[config.mk]
export PLATFORM = sky130hd
export DESIGN_NAME = count_up_down_mod
export DESIGN_NICKNAME = d
export VERILOG_FILES = /design/src/rtl/count_up_down_mod.sv
export SDC_FILE = /design/constraint.sdc
export NUM_CORES = 1
export LEC_CHECK = 0
export ABC_AREA = 0
export ABC_CLOCK_PERIOD_IN_PS = 4180
export BUFFER_PORTS_ARGS = -buffer_cell sky130_fd_sc_hd__clkbuf_2
export CELL_PAD_IN_SITES_DETAIL_PLACEMENT = 1
export CELL_PAD_IN_SITES_GLOBAL_PLACEMENT = 2
export CORE_ASPECT_RATIO = 1.75
export CORE_UTILIZATION = 32
export CTS_CLUSTER_SIZE = 28
export DETAILED_ROUTE_END_ITERATION = 7
export GPL_TIMING_DRIVEN = 1
export PLACE_DENSITY_LB_ADDON = 0.08
export SETUP_SLACK_MARGIN = 0.5
export SYNTH_ARGS = -nofsm -noshare
export SYNTH_HDL_FRONTEND = slang
export SYNTH_SLANG_ARGS = --single-unit
[constraint.sdc]
create_clock -name clk -period 4.18 [get_ports clk]
set_input_delay 1.254 -clock clk [delete_from_list [all_inputs] [get_ports clk]]
set_output_delay 1.254 -clock clk [all_outputs]
set_load 0.01 [all_outputs]
[src/rtl/count_up_down_mod.sv]
// count_up_down_mod: parametrised up/down counter with load, enable and a wrap/saturate select.
// Define COUNT_OVF_STICKY_EN to enable the sticky overflow flag; otherwise ovf_sticky is tied low.
module count_up_down_mod #(
  parameter int unsigned      WIDTH   = 8,
  parameter logic [WIDTH-1:0] MOD_MAX = {WIDTH{1'b1}},
  parameter int unsigned      STEP_W  = 4
) (
  input  logic              clk,
  input  logic              reset,
  input  logic              en,
  input  logic              load,
  input  logic [WIDTH-1:0]  load_val,
  input  logic              up_down,
  input  logic [STEP_W-1:0] step,
  input  logic              sat_mode,
  input  logic              clr_ovf,
  output logic [WIDTH-1:0]  out,
  output logic              tc,
  output logic              wrap,
  output logic              ovf_sticky
);

  localparam logic [WIDTH:0] MOD_P1 = {1'b0, MOD_MAX} + 1'b1;

  // Returns {boundary, next count}; one guard bit keeps the sum free of overflow.
  function automatic logic [WIDTH:0] count_next(
    input logic [WIDTH-1:0]  cur,
    input logic [STEP_W-1:0] stp,
    input logic              dir,
    input logic              sat
  );
    logic [WIDTH:0]   cur_x;
    logic [WIDTH:0]   stp_x;
    logic [WIDTH:0]   sum;
    logic [WIDTH-1:0] nxt;
    logic             bnd;
    cur_x = {1'b0, cur};
    stp_x = (WIDTH+1)'(stp);
    nxt   = cur;
    bnd   = 1'b0;
    if (dir) begin
      sum = cur_x + stp_x;
      if (sum <= {1'b0, MOD_MAX}) begin
        nxt = sum[WIDTH-1:0];
      end else begin
        bnd = 1'b1;
        nxt = sat ? MOD_MAX : WIDTH'(sum - MOD_P1);
      end
    end else begin
      sum = cur_x + MOD_P1 - stp_x;
      if (stp_x <= cur_x) begin
        nxt = WIDTH'(cur_x - stp_x);
      end else begin
        bnd = 1'b1;
        nxt = sat ? '0 : sum[WIDTH-1:0];
      end
    end
    return {bnd, nxt};
  endfunction

  function automatic logic [WIDTH-1:0] load_clamp(input logic [WIDTH-1:0] v);
    return (v > MOD_MAX) ? MOD_MAX : v;
  endfunction

  // Stage p0: next-state decode from the current count and this cycle's controls
  logic [WIDTH:0] nxt_p0;
  logic           bnd_p0;

  assign nxt_p0 = count_next(out, step, up_down, sat_mode);
  assign bnd_p0 = en & ~load & nxt_p0[WIDTH];

  // Stage p1: registered count and wrap pulse
  always_ff @(posedge clk or negedge reset) begin
    if (!reset) begin
      out  <= '0;
      wrap <= 1'b0;
    end else begin
      wrap <= bnd_p0 & ~sat_mode;
      if (load) begin
        out <= load_clamp(load_val);
      end else if (en) begin
        out <= nxt_p0[WIDTH-1:0];
      end
    end
  end

  assign tc = up_down ? (out == MOD_MAX) : (out == '0);

`ifdef COUNT_OVF_STICKY_EN
  // A boundary hit on the same edge as a clear keeps the flag set
  always_ff @(posedge clk or negedge reset) begin
    if (!reset) begin
      ovf_sticky <= 1'b0;
    end else if (bnd_p0) begin
      ovf_sticky <= 1'b1;
    end else if (clr_ovf) begin
      ovf_sticky <= 1'b0;
    end
  end
`else
  logic unused_clr_ovf;
  assign unused_clr_ovf = clr_ovf;
  assign ovf_sticky     = 1'b0;
`endif

endmodule

* Word level (Yosys, flattened, before mapping)
Index checks and enable logic that the tools add are counted.
Cells by class: mux-type cells 12, $add $sub $neg 5, order comparisons 3, reduce and logical (&&, ||, !) cells 2, bitwise logic cells 5, equal/unequal tests 1
Operators with widths (count):
- $mux W8 | 8
- $sub A8 B4 Y8 | 2
- $add A8 B4 Y9 | 1
- $le A9 B8 Y1 const B | 1
- $add A8 B1 Y8 const B | 1
- $eq A8 B8 Y1 const B | 1
- $gt A8 B8 Y1 const B | 1
- $le A4 B8 Y1 | 1
- $logic_not A8 Y1 | 1
- $sub A8 B1 Y8 const B | 1
- $mux W1 | 4
- $and A1 B1 Y1 | 3
- $not A1 Y1 | 2
- $reduce_bool A2 Y1 | 1
Word-level totals: output and inout port bits 11, register bits after elaboration 9, word-level logic and storage cells 30

* Logic depth before layout (Yosys ltp)
word-level depth 7, depth in mapped cells 8

* Worst setup path before layout
Ideal clock, no wire load.
path type input to output, start input up_down, end output tc, data arrival time 1710 ps, setup slack 1216 ps, stages 2, path buffers 0, cells stage by stage inv_1 o31ai_1
Between the ends: longest elaborated chain between the ends 1
RTL lines:
- start, declared | line 13 | input logic up_down,
- $mux W1 | line 87 | assign tc = up_down ? (out == MOD_MAX) : (out == '0);
- end, declared | line 18 | output logic tc,
No other way between the ends.

* Worst setup path in the final report
Ends and elaborated chain as after synthesis.

==> metrics.csv <==
metric,value,unit
Final ANT Viol Nets,0,
Main synth FF type,dfrtp_1,
IO Port Bufs,27,
# diodes,0,
Post-synth EDFFs,0,
H-tree depth,1,
final setup violating endpoints,0,
Final Hold Viols,0,
"most used cell, CP",clkbuf_2,
dpl hpwl,3160,um
via count,1207,
Worst Tran Pin Value,602,ps
Seq cells post-synth,9,
Finished Core Util,39.6,%
VDD IR-drop max,0.192,mV
CTS tree,built,
layout cell share with drive strength beyond 1,28.0,%
largest fanout on the critical path,6,
GRT Util Overall,22.4,%
Avg Inst Size Synth,8.13,um2
leak pwr,0.610,nW
I/O pin count,30,
"Cell Chain, Critical Path","clkbuf_2, inv_1, o31ai_1, clkbuf_2",
P&R area growth vs syn,15.4,%
Sink Count,9,
maxcap violations,0,
CTS max path bufs,2,
status,finished clean,
max incr delay on CP,300,ps
die height,82.3,um
clock-pin slew on the worst setup and hold paths,50,ps
vias in the first global route,1244,
"Seq/Total Area, Yosys",19.1,%
row count,28,
Setup TNS,0,ps
Setup Buffers After CTS,0,
first-pass GRT wire length,6150,um
die area,3940,um2
RSZ-0062 raised after global routing,no,
DRC viols,0,
Slew headroom,59.6,%
asr flop ratio synth,100,%
total grt overflow,0,
Mapped Area,1180,um2
via/cell ratio,5.67,
period utilization,76.6,%
Layout fillers,466,
root buffer selected by CTS,clkbuf_8,
minimum clock period,3200,ps
worst endpoint required time,2930,ps
synth warn,0,
total CTS buffers,3,
"Data arrival, critical path",1950,ps
antenna violations before repair,0,
unique cell type count in the Yosys netlist,56,
worst-skew pair later-pin latency,230,ps
largest net degree at the start of global routing,16,
First-pass DRT Iterations,4,
Seq. cell area,225,um2
crit path capture type,output port,
DR WL/cell,18.1,um
slowest CP cell,o31ai_1,
Die Wd,47.9,um
CP startpoint kind,primary input,
GPL Wtd Cong,0.803,
r2r worst-path depth,8,
Setup Skew,3.12,ps
cells after synthesis,145,
post_cts resized,0,
Max Freq,0.312,GHz
iteration-0 DRC count of the detailed router,28,
critical path type,in -> out,
WHS Path Cells,2,
Detailed Route WL,3860,um
core area,3430,um2
PD cells,308,nW/um2
Initial Util,34.3,%
Post-CTS Hold Fix Bufs,0,
Mapped Nets,174,
Post-layout nets,198,
max-slew violations,0,
Hold WC Path Type,reg -> reg,
multi-input logic area,835,um2
-- stage by stage --
stage | hold WS [ps] | area (um2) | cells | total power [mW] | setup WS, ps
6_report | 678 | 1360 | 213 | 0.419 | 977
5_1_grt | 732 | 1360 | 213 | 0.452 | 916
4_1_cts | 698 | 1360 | 213 | 0.425 | 987
3_5_place_dp | 690 | 1320 | 209 | 0.320 | 855
3_3_place_gp | 682 | 1320 | 209 | 0.315 | 858
2_1_floorplan | 647 | 1180 | 145 | 0.263 | 1220
-- layer usage --
layer,track usage [%],up-vias,routed length (um)
met5,0,-,0
met4,5.28,0,65
met3,4.13,4,79
met2,40.9,25,2200
met1,25.2,606,1520
li1,-,572,-
-- state kept, by name, summed over array words and instances (netlist names) --
register  cells
out           8
wrap          1
-- final timing paths --
kind | from | endpoint | slack [ps]
min in group asynchronous | reset | out[0]$_DFFE_PN0P_ | 870
hold reg to reg | out[2]$_DFFE_PN0P_ | out[2]$_DFFE_PN0P_ | 680
setup reg to reg | out[0]$_DFFE_PN0P_ | out[2]$_DFFE_PN0P_ | 1620
max in group asynchronous | reset | wrap$_DFF_PN0_ | 3110
hold / removal | out[2]$_DFFE_PN0P_ | out[2]$_DFFE_PN0P_ | 680
setup / recovery | up_down | tc | 980
-- synth_stat cells (all sizes together) (3+ instances only) --
master / number / share of area (%)
a21oi: 9 / 4.1
nor2: 9 / 2.9
nand3: 4 / 1.7
o21ai: 8 / 3.4
nor2b: 3 / 1.6
ha: 8 / 8.5
a21o: 3 / 2.0
nand4: 3 / 1.6
nor3: 5 / 3.1
buf: 7 / 4.7
a2111oi: 4 / 5.2
inv: 15 / 4.8
dfrtp: 9 / 19
a31oi: 3 / 1.6
o31ai: 4 / 3.0
nand2: 13 / 4.4
nor4: 5 / 3.9
-- cell families (layout without fill, tap and decap cells) --
group | count (synthesis) | in the layout | share of synthesized area, %
adders and majority gates | 10 | 10 | 11.9
buffers and inverters | 24 | 47 | 10.1
AOI/OAI and AO/OA | 46 | 46 | 29.9
xor gates and xnor gates | 2 | 2 | 1.49
other | 1 | 1 | 0.318
and+or+nand+nor | 51 | 51 | 25.4
muxes | 2 | 2 | 1.80
DFF | 9 | 9 | 19.1
-- cell usage in the layout (no fill, tap or decap), drive strengths merged, types with 2 or more instances in the layout --
cell,n
a21o,3
a211oi,2
nand2b,2
o21a,2
nor3,5
o21ai,8
a32oi,2
or3,2
fa,2
nand3,4
nand4,3
o31a,2
dfrtp,9
a31oi,3
nor2b,3
a21oi,9
o31ai,4
nor2,9
nand2,13
a2111oi,4
inv,15
ha,8
clkbuf,31
nor4,5
-- power breakdown --
part	internal, mW	switching [mW]
logic	0.0789	0.117
registers	0.0972	0.0257
clock network	0.0665	0.0346
-- cell type report --
class / count / share of cell area, %
Inverter: 15 / 4.14
Tap cell: 45 / 4.14
Clock buffer: 4 / 3.31
Multi-Input combinational cell: 112 / 61.4
Sequential cell: 9 / 16.6
Timing Repair Buffer: 28 / 10.5
-- worst max-delay path: cells and delay by family --
kind | cells | cell delay (ps)
buffers and inverters | 3 | 390
AOI/OAI and AO/OA | 1 | 300
Note: power is estimated with default switching activity, not from simulation.
